--- config.mk ---
export PLATFORM = sky130hd
export DESIGN_NAME = spi_slave_rx
export DESIGN_NICKNAME = d
export VERILOG_FILES = /design/src/rtl/spi_pkg.sv /design/src/rtl/spi_sync.sv /design/src/rtl/spi_slave_rx.sv
export SDC_FILE = /design/constraint.sdc
export NUM_CORES = 1
export LEC_CHECK = 0
export ABC_CLOCK_PERIOD_IN_PS = 1630
export BUFFER_PORTS_ARGS = -buffer_cell sky130_fd_sc_hd__buf_2
export CELL_PAD_IN_SITES_DETAIL_PLACEMENT = 0
export CELL_PAD_IN_SITES_GLOBAL_PLACEMENT = 1
export CORE_MARGIN = 10
export CORE_UTILIZATION = 35
export DETAILED_ROUTE_END_ITERATION = 8
export HOLD_SLACK_MARGIN = 0.08
export PLACE_DENSITY = 0.72
export SLEW_MARGIN = 20
export SYNTH_ARGS = -nofsm -noshare
export SYNTH_HDL_FRONTEND = slang
export SYNTH_SLANG_ARGS = --single-unit
--- constraint.sdc ---
create_clock -name clk -period 1.63 [get_ports clk]
set_input_delay 0.2445 -clock clk [delete_from_list [all_inputs] [get_ports clk]]
set_output_delay 0.2445 -clock clk [all_outputs]
set_load 0.01 [all_outputs]
--- src/rtl/spi_pkg.sv ---
// Shared types and defaults for the SPI frame receiver.
package spi_pkg;

    typedef enum logic [1:0] {
        IDLE  = 2'b00,
        SHIFT = 2'b01,
        HOLD  = 2'b10
    } spi_state_t;

    localparam int SPI_DATA_W      = 12;
    localparam int SPI_SYNC_STAGES = 2;

endpackage

--- src/rtl/spi_sync.sv ---
// N-flop single-bit synchronizer with a configurable reset value.
module spi_sync #(
    parameter int   N       = 2,
    parameter logic RST_VAL = 1'b0
) (
    input  logic clk,
    input  logic rst,
    input  logic d,
    output logic q
);

    logic [N-1:0] r_sync;

    // Shift the asynchronous input through the flop chain.
    always_ff @(posedge clk) begin
        if (!rst) begin
            r_sync <= {N{RST_VAL}};
        end else begin
            r_sync <= {r_sync[N-2:0], d};
        end
    end

    assign q = r_sync[N-1];

endmodule

--- src/rtl/spi_slave_rx.sv ---
// SPI slave receiver: LSB-first DATA_W-bit frames with valid/ready output.
// Define SPI_RX_FRAME_ERR_EN to add the frame_err abort pulse output.
module spi_slave_rx
    import spi_pkg::*;
#(
    parameter int DATA_W      = SPI_DATA_W,
    parameter int SYNC_STAGES = SPI_SYNC_STAGES
) (
    input  logic              clk,
    input  logic              rst,
    input  logic              sclk,
    input  logic              cs,
    input  logic              mosi,
    output logic [DATA_W-1:0] dout,
    output logic              dout_valid,
    input  logic              dout_ready,
    output logic              overrun
`ifdef SPI_RX_FRAME_ERR_EN
    ,
    output logic              frame_err
`endif
);

    localparam int CNT_W = $clog2(DATA_W + 1);
    localparam int FL_W  = $clog2(SYNC_STAGES + 1);

    logic w_sclk_sync;
    logic w_cs_sync;
    logic w_mosi_sync;
    logic w_sample;
    logic w_cs_fall;

    logic              r_sclk_prev;
    logic              r_cs_prev;
    logic [FL_W-1:0]   r_flush;
    spi_state_t        r_state;
    logic [CNT_W-1:0]  r_cnt;
    logic [DATA_W-1:0] r_shift;
    logic              r_done;
    logic [DATA_W-1:0] r_dout;
    logic              r_valid;
    logic              r_overrun;
`ifdef SPI_RX_FRAME_ERR_EN
    logic              r_frame_err;
`endif

    spi_sync #(.N(SYNC_STAGES), .RST_VAL(1'b0)) u_sync_sclk (
        .clk(clk), .rst(rst), .d(sclk), .q(w_sclk_sync)
    );
    spi_sync #(.N(SYNC_STAGES), .RST_VAL(1'b1)) u_sync_cs (
        .clk(clk), .rst(rst), .d(cs), .q(w_cs_sync)
    );
    spi_sync #(.N(SYNC_STAGES), .RST_VAL(1'b0)) u_sync_mosi (
        .clk(clk), .rst(rst), .d(mosi), .q(w_mosi_sync)
    );

    assign w_sample  = w_sclk_sync & ~r_sclk_prev & ~w_cs_sync;
    assign w_cs_fall = r_cs_prev & ~w_cs_sync;

    // Edge-detect history; the cs history is held low until the reset value
    // of the cs synchronizer has drained, so a frame already in flight at
    // reset release never looks like a fresh cs fall.
    always_ff @(posedge clk) begin
        if (!rst) begin
            r_sclk_prev <= 1'b0;
            r_cs_prev   <= 1'b0;
            r_flush     <= FL_W'(SYNC_STAGES);
        end else begin
            r_sclk_prev <= w_sclk_sync;
            if (r_flush != {FL_W{1'b0}}) begin
                r_flush   <= r_flush - FL_W'(1);
                r_cs_prev <= 1'b0;
            end else begin
                r_cs_prev <= w_cs_sync;
            end
        end
    end

    // Frame FSM with bit counter and LSB-first shift register.
    always_ff @(posedge clk) begin
        if (!rst) begin
            r_state <= IDLE;
            r_cnt   <= {CNT_W{1'b0}};
            r_shift <= {DATA_W{1'b0}};
            r_done  <= 1'b0;
`ifdef SPI_RX_FRAME_ERR_EN
            r_frame_err <= 1'b0;
`endif
        end else begin
            r_done <= 1'b0;
`ifdef SPI_RX_FRAME_ERR_EN
            r_frame_err <= 1'b0;
`endif
            case (r_state)
                IDLE: begin
                    if (w_cs_fall) begin
                        r_state <= SHIFT;
                        r_cnt   <= {CNT_W{1'b0}};
                    end
                end
                SHIFT: begin
                    if (w_cs_sync) begin
                        r_state <= IDLE;
`ifdef SPI_RX_FRAME_ERR_EN
                        r_frame_err <= 1'b1;
`endif
                    end else if (w_sample) begin
                        r_shift <= {w_mosi_sync, r_shift[DATA_W-1:1]};
                        r_cnt   <= r_cnt + CNT_W'(1);
                        if (r_cnt == CNT_W'(DATA_W - 1)) begin
                            r_state <= HOLD;
                            r_done  <= 1'b1;
                        end
                    end
                end
                HOLD: begin
                    if (w_cs_sync) begin
                        r_state <= IDLE;
                    end
                end
                default: begin
                    r_state <= IDLE;
                end
            endcase
        end
    end

    // Output holding register: load, handshake and sticky overrun.
    always_ff @(posedge clk) begin
        if (!rst) begin
            r_dout    <= {DATA_W{1'b0}};
            r_valid   <= 1'b0;
            r_overrun <= 1'b0;
        end else begin
            if (r_done) begin
                if (!r_valid || dout_ready) begin
                    r_dout  <= r_shift;
                    r_valid <= 1'b1;
                end else begin
                    r_overrun <= 1'b1;
                end
            end else if (r_valid && dout_ready) begin
                r_valid <= 1'b0;
            end
        end
    end

    assign dout       = r_dout;
    assign dout_valid = r_valid;
    assign overrun    = r_overrun;
`ifdef SPI_RX_FRAME_ERR_EN
    assign frame_err  = r_frame_err;
`endif

endmodule

-- Word level (Yosys, flattened, before mapping)
Index checks and enable logic that the tools add are counted.
W data, S select, Z words.
- word-level logic and storage cells: 63
- bits in registers: 43
- bitwise operators: 9
- add/sub/neg operators: 2
- muxes and demuxes: 14
- equality and inequality tests: 10
- reductions and logical operators: 15
- operators with widths (cell ; number):
    $mux W4 ; 3
    $mux W2 ; 5
    $pmux W4 S2 ; 1
    $reduce_and A4 Y1 ; 2
    $ne A2 B2 Y1 const B ; 3
    $ne A3 B2 Y1 const B ; 2
    $not A1 Y1 ; 6
    $pmux W2 S3 ; 1
    $reduce_and A2 Y1 ; 3
    $reduce_bool A2 Y1 ; 3
    $add A4 B1 Y4 const B ; 1
    $eq A4 B4 Y1 const B ; 1
    $mux W1 ; 4
    $ne A2 B1 Y1 const B ; 2
    $reduce_or A4 Y1 ; 1
    $and A1 B1 Y1 ; 3
    $reduce_and A3 Y1 ; 1
    $eq A2 B1 Y1 const B ; 1
    $eq A2 B2 Y1 const B ; 1
    $logic_not A2 Y1 ; 1
    $reduce_or A2 Y1 ; 1
    $sub A2 B1 Y2 const B ; 1
    $logic_and A1 B1 Y1 ; 1
    $logic_not A1 Y1 ; 1
    $logic_or A1 B1 Y1 ; 1

-- Depth between registers and ports, before layout
Gate-level depths: netlist of run 1.
- depth after elaboration: 6
- depth in mapped cells: 5
- mapped depth without buffers: 4

-- By module
A second synthesis of run 1 with hierarchy kept.
- cell total of the unflattened synthesis: 181
- area, all modules: 1641.6 um^2
- modules (own cells, without submodules) (module ; area each (um^2) ; cells each ; seq. area each (um^2) ; instances):
    spi_slave_rx ; 1483.9 ; 169 ; 740.7 ; 1
    spi_sync ; 52.6 ; 4 ; 40.0 ; 3

-- Least setup slack after synthesis of run 1
Ideal clock, no wire load.
- path kind: flip-flop to flip-flop
- start: register r_sclk_prev
- end: register r_state[1]
- path buffers: 0
- arrival: 1211 ps
- data required time: 1551 ps
- setup time: 79 ps
- clock period less this slack: 1291 ps
- slack: 339 ps
- stages on the path, launching flop included: 4
- cells stage by stage: dfxtp_1 -> nand3b_2 -> or4_1 -> a211oi_2
- word-level cells in the longest chain between the ends: 5
- RTL lines (item ; line ; RTL):
    from (decl) ; spi_slave_rx.sv:33 ; logic r_sclk_prev;
    from (signal assigned) ; spi_slave_rx.sv:69 ; r_sclk_prev <= w_sclk_sync;
    $not A1 Y1 ; spi_slave_rx.sv:57 ; assign w_sample = w_sclk_sync & ~r_sclk_prev & ~w_cs_sync;
    $and A1 B1 Y1 (2 in series) ; spi_slave_rx.sv:57 ;
    $ne A3 B2 Y1 (no line) ; - ;
    $reduce_and A4 Y1 (no line) ; - ;
    to (signal assigned) ; spi_slave_rx.sv:82 ; r_state <= IDLE;
    to (signal assigned) ; spi_slave_rx.sv:97 ; r_state <= SHIFT;
    to (signal assigned) ; spi_slave_rx.sv:103 ; r_state <= IDLE;
    to (decl) ; spi_slave_rx.sv:36 ; spi_state_t r_state;
Every way passes these cells.
A chain may end at the register's enable or synchronous reset.

-- Worst setup path after layout of run 1
- start: register r_valid, in the netlist dout_valid
- end: register r_dout[5], in the netlist dout[5]
- word-level cells in the longest chain between the ends: 3
- RTL lines (item ; line ; RTL):
    from (decl) ; spi_slave_rx.sv:41 ; logic r_valid;
    from (signal assigned) ; spi_slave_rx.sv:132 ; r_valid <= 1'b0;
    from (signal assigned) ; spi_slave_rx.sv:138 ; r_valid <= 1'b1;
    from (signal assigned) ; spi_slave_rx.sv:143 ; r_valid <= 1'b0;
    $logic_not A1 Y1 ; spi_slave_rx.sv:136 ; if (!r_valid || dout_ready) begin
    $logic_or A1 B1 Y1 ; spi_slave_rx.sv:136 ;
    $reduce_and A2 Y1 (no line) ; - ;
    to (signal assigned) ; spi_slave_rx.sv:131 ; r_dout <= {DATA_W{1'b0}};
    to (signal assigned) ; spi_slave_rx.sv:137 ; r_dout <= r_shift;
    to (decl) ; spi_slave_rx.sv:40 ; logic [DATA_W-1:0] r_dout;
Every way passes these cells.

==> flow_summary.ini, run 1 <==
[setup_path]
crit_slowest_cell = nor2b_1
worstSetupPathType = reg -> reg
r2r-start = dout_valid
critPathTopFamily = simple AND/OR/NAND/NOR gates
r2r_cells = 3
worst_setup_path_start_kind = register
crit_fanout = 13
crit_start = dout_valid
end_kind = register
cpPeakStageDelay_ps = 570
crit_buf_inv = 0
crit_arrival_ps = 1580
crit_required_ps = 1860
crit_chain = nor2b_1, o21ai_0, a21oi_1
worst-path-stages = 3

[grt]
grt_max_degree = 29
grt-ovfl-total = 0
grt_pass1_wl_um = 5590
grt_pass1_vias = 1218
antenna_found_initial = 0
grtUsageTotal_pct = 8.88

[sta]
clock_skew_ps = 6.60
setup_ws_ps = 271
hold_viol = 0
fmax_mhz = 736
grt_setup_unrepaired = false
relSlewSlack_pct = 54.6
finalSetupTns_ps = 0
fin_crit_sh_pct = 83.4
fin_crit_ps = 1360
tightestPinTransition_ps = 679
setup_viol = 0
drv_slew = 0

[logic_synthesis]
synth.mux.area_fraction_pct = 3.13
ys_ff_latch = 43
syn_nets = 191
syn_avg_cell_area_um2 = 8.95
synth_top_family_by_area = simple AND/OR/NAND/NOR gates
synth-xor-area-share_pct = 0.535
synth_compound_area_share_pct = 18.0
synth-simple-area-share_pct = 19.9
yosys.cell_types.count = 30
syn_inst = 183
ys_warn_count = 0
syn_area_mm2 = 0.00164
synthAdderAreaFrac_pct = 1.53
seq_area_frac_synth_pct = 52.6

[layout]
final_cells = 251
drive_gt1_share_pct = 16.6
n_antenna_cell = 0
fin_nets = 206
fillers = 459
fin_util_pct = 42.8
syn2layout_area_growth_pct = 16.0

[power_and_ir_drop]
power_mw = 2.20
peakVddDrop_v = 0.000606
p_per_area_mw_per_mm2 = 1160
p_leak_nw = 0.703

[clocking]
cts_root_buf = clkbuf_8
ctsResizeCount = 0
htreeDepth = 2
cts.sinks = 43
clk_pin_slew_ps = 80
clockBufferDepth = 2
clkLatencyLatePin_ps = 290
cts_tree = done
cts_buffers = 5
cts_hold_buf = 0
cts_setup_buffers = 0

[worst_hold_path]
hold_class = in -> reg
hold_path_depth = 2
hold_start = cs

[floorplanning]
coreArea_mm2 = 0.00444
ios = 20
dieArea_mm2 = 0.00782
die_w_um = 88.4
floorplan.initialDensity_pct = 36.9
chipHeight_um = 88.4
rows = 24

[routing]
drt-pass1-iter-count = 4
drc = 0
dr_total_vias = 1332
avgRoutedWirePerCell_um = 13.2
drt-total-wl_um = 3310
antenna_left = 0
vias_per_cell = 5.31
first_iter_violations = 43

[placement]
hpwlAfterDp_um = 2280
pre_cts_slack_ps = 280
dp.cells = 243
portBuffers = 19
globalplace.congestion = 0.698

[run]
cap_violations = 0

[run_status]
outcome = completed
[path summary, 6_finish.rpt]
check,end,slack (ps)
setup / recovery,dout[5],270
hold / removal,u_sync_cs.r_sync[0],130
setup reg to reg,dout[5],270
hold reg to reg,u_sync_cs.r_sync[1],410
[cell usage after synthesis]
| library cell | number | area (um2) |
|---|---|---|
| a211oi_1 | 2 | 15.0 |
| a211oi_2 | 1 | 12.5 |
| a21oi_1 | 28 | 140 |
| and2_1 | 5 | 31.3 |
| and3_1 | 1 | 6.26 |
| and3b_1 | 1 | 8.76 |
| and4_1 | 1 | 8.76 |
| buf_1 | 3 | 11.3 |
| clkbuf_1 | 11 | 41.3 |
| dfxtp_1 | 43 | 861 |
| ha_1 | 2 | 25.0 |
| inv_1 | 4 | 15.0 |
| inv_2 | 1 | 3.75 |
| mux2_2 | 1 | 11.3 |
| mux2i_1 | 4 | 40.0 |
| nand2_1 | 3 | 11.3 |
| nand2b_1 | 5 | 31.3 |
| nand3_1 | 28 | 140 |
| nand3b_1 | 3 | 22.5 |
| nand3b_2 | 1 | 11.3 |
| nand4b_1 | 1 | 8.76 |
| nor2_1 | 4 | 15.0 |
| nor2b_1 | 1 | 6.26 |
| o211ai_1 | 1 | 7.51 |
| o21ai_0 | 23 | 115 |
| o21ai_1 | 1 | 5.00 |
| or2_1 | 1 | 6.26 |
| or4_1 | 1 | 7.51 |
| or4b_1 | 1 | 10.0 |
| xor2_1 | 1 | 8.76 |
[power breakdown]
| part | switching (mW) | internal, mW | leakage, nW | total, mW |
|---|---|---|---|---|
| clock network | 0.349 | 0.612 | 0.0654 | 0.961 |
| registers | 0.0180 | 1.09 | 0.348 | 1.10 |
| logic | 0.0703 | 0.0651 | 0.290 | 0.135 |
| total | 0.437 | 1.76 | 0.703 | 2.20 |
[cell type report]
type	count	area [um2]	area share, %
clock buffer	6	72.6	3.82
clock inverter	2	60.1	3.16
inverter	5	18.8	0.987
multi-input combinational	121	706	37.1
sequential	43	861	45.3
tap	52	65.1	3.42
timing repair buffer	22	118	6.19
[layer usage]
layer / global-route usage [%] / routed length (um) / vias to the layer above
met5: 0 / 0 / -
met4: 3.08 / 48 / 0
met3: 4.23 / 279 / 5
met2: 13.8 / 1430 / 30
met1: 10.5 / 1550 / 625
li1: - / - / 672
[cells in the final DEF (no fill, tap or decap), types with 2 or more instances in the layout]
master / instances
nand3b_1: 3
a21oi_1: 28
bufinv_16: 2
nand2b_1: 5
clkbuf_8: 5
buf_4: 3
nand2_1: 3
mux2i_1: 4
dfxtp_1: 43
and2_1: 5
nor2_1: 4
a211oi_1: 2
o21ai_0: 23
inv_1: 4
nand3_1: 28
ha_1: 2
buf_2: 19
[per-stage QoR]
| stage | hold slack [ps] | area [um2] |
|---|---|---|
| floorplan | 346 | 1640 |
| global placement | 393 | 1770 |
| detailed placement | 399 | 1770 |
| CTS | 123 | 1900 |
| global route | 138 | 1900 |
| finish | 132 | 1900 |
[state kept, by name, summed over array words and instances (netlist names), 2 cells and up]
| signal | count |
|---|---|
| r_cnt | 4 |
| r_state | 2 |
| r_flush | 2 |
| u_sync_cs.r_sync | 2 |
| dout | 12 |
| u_sync_mosi.r_sync | 2 |
| r_shift | 12 |
| u_sync_sclk.r_sync | 2 |
[worst reg2reg max path, stage by stage (launching register included)]
cell and delay, ps:
dfxtp_1 350, nor2b_1 570, o21ai_0 210, a21oi_1 170
[cell families after synthesis]
group / count (synthesis)
AO/OA/AOI/OAI: 56
XOR/XNOR: 1
adder cells (fa/ha/maj): 2
buffers and inverters: 19
flip-flops: 43
multiplexers: 5
AND/OR/NAND/NOR: 57
Power figures use the tool's default switching activity.
==> inputs of run 2 (changes only) <==
--- a/config.mk
+++ b/config.mk
@@ -5,7 +5,7 @@
 export SDC_FILE = /design/constraint.sdc
 export NUM_CORES = 1
 export LEC_CHECK = 0
-export ABC_CLOCK_PERIOD_IN_PS = 1630
+export ABC_CLOCK_PERIOD_IN_PS = 1300
 export BUFFER_PORTS_ARGS = -buffer_cell sky130_fd_sc_hd__buf_2
 export CELL_PAD_IN_SITES_DETAIL_PLACEMENT = 0
 export CELL_PAD_IN_SITES_GLOBAL_PLACEMENT = 1
==> constraint.sdc (replaced) <==
create_clock -name clk -period 1.3 [get_ports clk]
set_input_delay 0.195 -clock clk [delete_from_list [all_inputs] [get_ports clk]]
set_output_delay 0.195 -clock clk [all_outputs]
set_load 0.01 [all_outputs]
==> flow_summary.ini, run 2 (synthesis gave the netlist of run 1 again) <==
[grt]
grt-ovfl-total = 0
grtUsageTotal_pct = 9.60
grt_max_degree = 29
antenna_found_initial = 0
grt_pass1_wl_um = 5940
grt_pass1_vias = 1308

[power_and_ir_drop]
p_per_area_mw_per_mm2 = 1280
power_mw = 2.49
p_leak_nw = 0.724
peakVddDrop_v = 0.000761

[clocking]
clk_pin_slew_ps = 70
htreeDepth = 2
clockBufferDepth = 2
clkLatencyLatePin_ps = 290
cts_buffers = 5
cts_tree = done
cts_root_buf = clkbuf_8
cts_setup_buffers = 0
cts.sinks = 43

[placement]
globalplace.congestion = 0.709
hpwlAfterDp_um = 2470
pre_cts_slack_ps = -26.3
post_dp_cell_area_mm2 = 0.00181
portBuffers = 19

[sta]
fmax_mhz = 788
fin_crit_sh_pct = 97.6
tightestPinTransition_ps = 505
drv_slew = 0
relSlewSlack_pct = 66.3
grt_setup_unrepaired = true
setup_viol = 0
fin_crit_ps = 1270
hold_viol = 0
clock_skew_ps = 6.60
setup_ws_ps = 31.0

[routing]
drc = 0
dr_total_vias = 1365
antenna_left = 0
vias_per_cell = 5.33
drt-total-wl_um = 3600
avgRoutedWirePerCell_um = 14.1
first_iter_violations = 82
drt-pass1-iter-count = 4

[floorplanning]
coreArea_mm2 = 0.00444
rows = 24
dieArea_mm2 = 0.00782
ios = 20
chipHeight_um = 88.4
die_w_um = 88.4
floorplan.initialDensity_pct = 36.9

[layout]
fillers = 445
final_cell_mix = 40 x dfxtp_1, 28 x nand3_1, 27 x a21oi_1
fin_nets = 211
syn2layout_area_growth_pct = 19.1
design_area_mm2 = 0.00195
final_common_cell = dfxtp_1
drive_gt1_share_pct = 23.0
n_antenna_cell = 0

[setup_path]
crit_slowest_cell = or4_4
crit_required_ps = 1510
crit_chain = ha_1, nand2_1, or4_4, a211oi_2
worstSetupPathType = reg -> reg
crit_arrival_ps = 1480
worst_setup_path_start_kind = register
crit_fanout = 3
cpPeakStageDelay_ps = 420
end_kind = register

[run]
cap_violations = 0

[run_status]
outcome = completed

[worst_hold_path]
hold_class = in -> reg
[run 2: power breakdown]
group	switching [mW]	total, mW	internal (mW)
Sequential	0.0243	1.39	1.36
Clock	0.429	0.913	0.485
Combinational	0.100	0.191	0.0911
Total	0.553	2.49	1.94
[run 2: layout make-up]
class	count	area, um2	share of cell area (%)
multi-input combinational	121	732	37.5
sequential	43	865	44.3
timing repair buffer	27	170	8.72
clock buffer	8	100	5.13
inverter	5	18.8	0.962
tap	52	65.1	3.34
[run 2: per-stage QoR]
| step | cells | util [%] | hold slack, ps | setup TNS (ps) |
|---|---|---|---|---|
| final | 256 | 43.9 | 104 | 0 |
| after global routing | 256 | 43.9 | 120 | -26.4 |
| after CTS | 256 | 43.4 | 94.3 | 0 |
| after detailed placement | 247 | 40.7 | 388 | -115 |
| after global placement | 247 | 40.7 | 379 | 0 |
| after floorplan | 183 | - | 296 | 0 |
[run 2: path summary, 6_finish.rpt]
path | start | to | slack [ps] | cells past startpoint
setup reg to reg | r_cnt[1] | r_state[1] | 30 | 4
hold reg to reg | u_sync_cs.r_sync[0] | u_sync_cs.r_sync[1] | 420 | 1
setup / recovery | r_cnt[1] | r_state[1] | 30 | 4
hold / removal | sclk | u_sync_sclk.r_sync[0] | 100 | 2
[run 2: worst max-delay path: cells and delay by family (launching register included)]
kind	cells	cell delay, ps
simple gates	2	500
compound gates	1	190
fa+ha+maj	1	160
flops	1	340
[run 2: routing by layer]
metal / up-vias / track usage, % / routed length [um]
li1: 683 / - / -
met1: 643 / 10.4 / 1580
met2: 32 / 16.0 / 1650
met3: 7 / 3.49 / 284
met4: 0 / 5.29 / 79
met5: - / 0 / 0
[run 2: what timing repair did]
action                                  in CTS  in global routing
cloned                                       0                  0
gates resized for setup                      5                  5
hold buffers                                 1                  0
pin swaps                                    1                  0
endpoints found under the hold margin        1                  0
endpoints found under the setup margin      16                  7
==> inputs of run 3 (changes only) <==
--- a/config.mk
+++ b/config.mk
@@ -9,7 +9,6 @@
 export BUFFER_PORTS_ARGS = -buffer_cell sky130_fd_sc_hd__buf_2
 export CELL_PAD_IN_SITES_DETAIL_PLACEMENT = 0
 export CELL_PAD_IN_SITES_GLOBAL_PLACEMENT = 1
-export CORE_MARGIN = 10
 export CORE_UTILIZATION = 35
 export DETAILED_ROUTE_END_ITERATION = 8
 export HOLD_SLACK_MARGIN = 0.08
==> flow_summary.ini, run 3 (synthesis gave the netlist of run 1 again) <==
[grt]
grt_max_degree = 29
grt_pass1_vias = 1283
grt-ovfl-total = 0
grtUsageTotal_pct = 15.6
grt_pass1_wl_um = 6010
antenna_found_initial = 0

[run]
cap_violations = 0

[clocking]
cts_root_buf = clkbuf_8
clk_pin_slew_ps = 80
cts.sinks = 43
clockBufferDepth = 2
clkLatencyLatePin_ps = 290
cts_buffers = 5
htreeDepth = 2
cts_tree = done

[sta]
clock_skew_ps = 6.26
hold_viol = 0
fin_crit_sh_pct = 97.6
fin_crit_ps = 1270
relSlewSlack_pct = 66.6
tightestPinTransition_ps = 501
setup_viol = 0
fmax_mhz = 788
drv_slew = 0
grt_setup_unrepaired = true

[setup_path]
crit_slowest_cell = or4_1
end_kind = register
crit_fanout = 3
cpPeakStageDelay_ps = 410
worstSetupPathType = reg -> reg
crit_arrival_ps = 1480
crit_chain = ha_2, nand2_1, or4_1, a211oi_2
crit_start = r_cnt[1]
critPathTopFamily = simple AND/OR/NAND/NOR gates
r2r-start = r_cnt[1]
crit_required_ps = 1510
crit_buf_inv = 0
worst_setup_path_start_kind = register

[floorplanning]
chipHeight_um = 70.4
ios = 20
dieArea_mm2 = 0.00496
coreArea_mm2 = 0.00441
floorplan.initialDensity_pct = 37.1
rows = 24
die_w_um = 70.4

[routing]
avgRoutedWirePerCell_um = 13.9
vias_per_cell = 5.29
antenna_left = 0
dr_total_vias = 1366
drt-pass1-iter-count = 4
drc = 0
first_iter_violations = 132
drt-total-wl_um = 3580

[layout]
drive_gt1_share_pct = 22.3
fin_util_pct = 44.9
fin_nets = 213
n_antenna_cell = 0
final_common_cell = dfxtp_1
design_area_mm2 = 0.00198
final_cells = 258
final_cell_mix = 39 x dfxtp_1, 28 x a21oi_1, 28 x nand3_1
syn2layout_area_growth_pct = 21.0

[power_and_ir_drop]
p_leak_nw = 0.742
p_per_area_mw_per_mm2 = 1400
peakVddDrop_v = 0.000751
power_mw = 2.77

[worst_hold_path]
hold_start = mosi
hold_class = in -> reg

[placement]
hpwlAfterDp_um = 2440
dp.cells = 248
globalplace.congestion = 0.717
portBuffers = 19
post_dp_cell_area_mm2 = 0.00182

[run_status]
outcome = completed
run 3: cell types whose count changed in the layout (fill, tap and decap cells not counted), moves of 2 or more:
cell,delta
bufinv_16,+2
a211oi_1,+2
a211oi_2,-2
o21ai_1,+2
clkbuf_8,-2
o21ai_0,-2
buf_4,+2
run 3: worst paths after layout:
path	depth (start not counted)	slack, ps	to
worst max-delay path	4	30	r_state[1]
worst min-delay path	2	100	u_sync_mosi.r_sync[0]
worst max register to register	4	30	r_state[1]
worst min register to register	1	410	u_sync_cs.r_sync[1]
run 3: stage by stage:
step                      hold WS [ps]  setup WS (ps)  TNS (ps)
after floorplan                    296           9.18         0
after global placement             379           44.0         0
after detailed placement           384          -58.8      -274
after CTS                         92.5          0.994         0
after global routing              87.9          -42.2      -137
final                              101           30.7         0
run 3: area by class of cell:
type                            count  area, um2
Tap cell                           52       65.1
Multi-Input combinational cell    121        714
Clock buffer                        6       72.6
Clock inverter                      2       60.1
Inverter                            5       18.8
Sequential cell                    43        866
Fill cell                         425       2430
Timing Repair Buffer               29        185
run 3: power breakdown:
| group | internal (mW) | switching, mW | leakage [nW] | total [mW] |
|---|---|---|---|---|
| registers | 1.36 | 0.0222 | 0.350 | 1.38 |
| clock network | 0.768 | 0.433 | 0.0654 | 1.20 |
| logic | 0.0916 | 0.0980 | 0.326 | 0.190 |
run 3: worst reg2reg max path, cell delays in order, from the launching register on:
cell and delay, ps:
dfxtp_2 350, ha_2 170, nand2_1 60, or4_1 410, a211oi_2 200
run 3: timing repair:
| item | in CTS | in global routing |
|---|---|---|
| pin swaps | 0 | 1 |
| gates cloned | 0 | 0 |
| buffers inserted | 0 | 1 |
| hold buffers | 1 | 0 |
| resized for setup | 5 | 4 |
| hold endpoints to repair | 1 | 0 |
| endpoints found under the setup margin | 16 | 11 |
run 3: metal layers:
metal | vias up | global-route usage [%] | wire (um)
li1 | 690 | - | -
met1 | 641 | 19.3 | 1620
met5 | - | 0 | 0
met3 | 2 | 5.19 | 163
met4 | 0 | 5.56 | 17
met2 | 33 | 25.0 | 1780
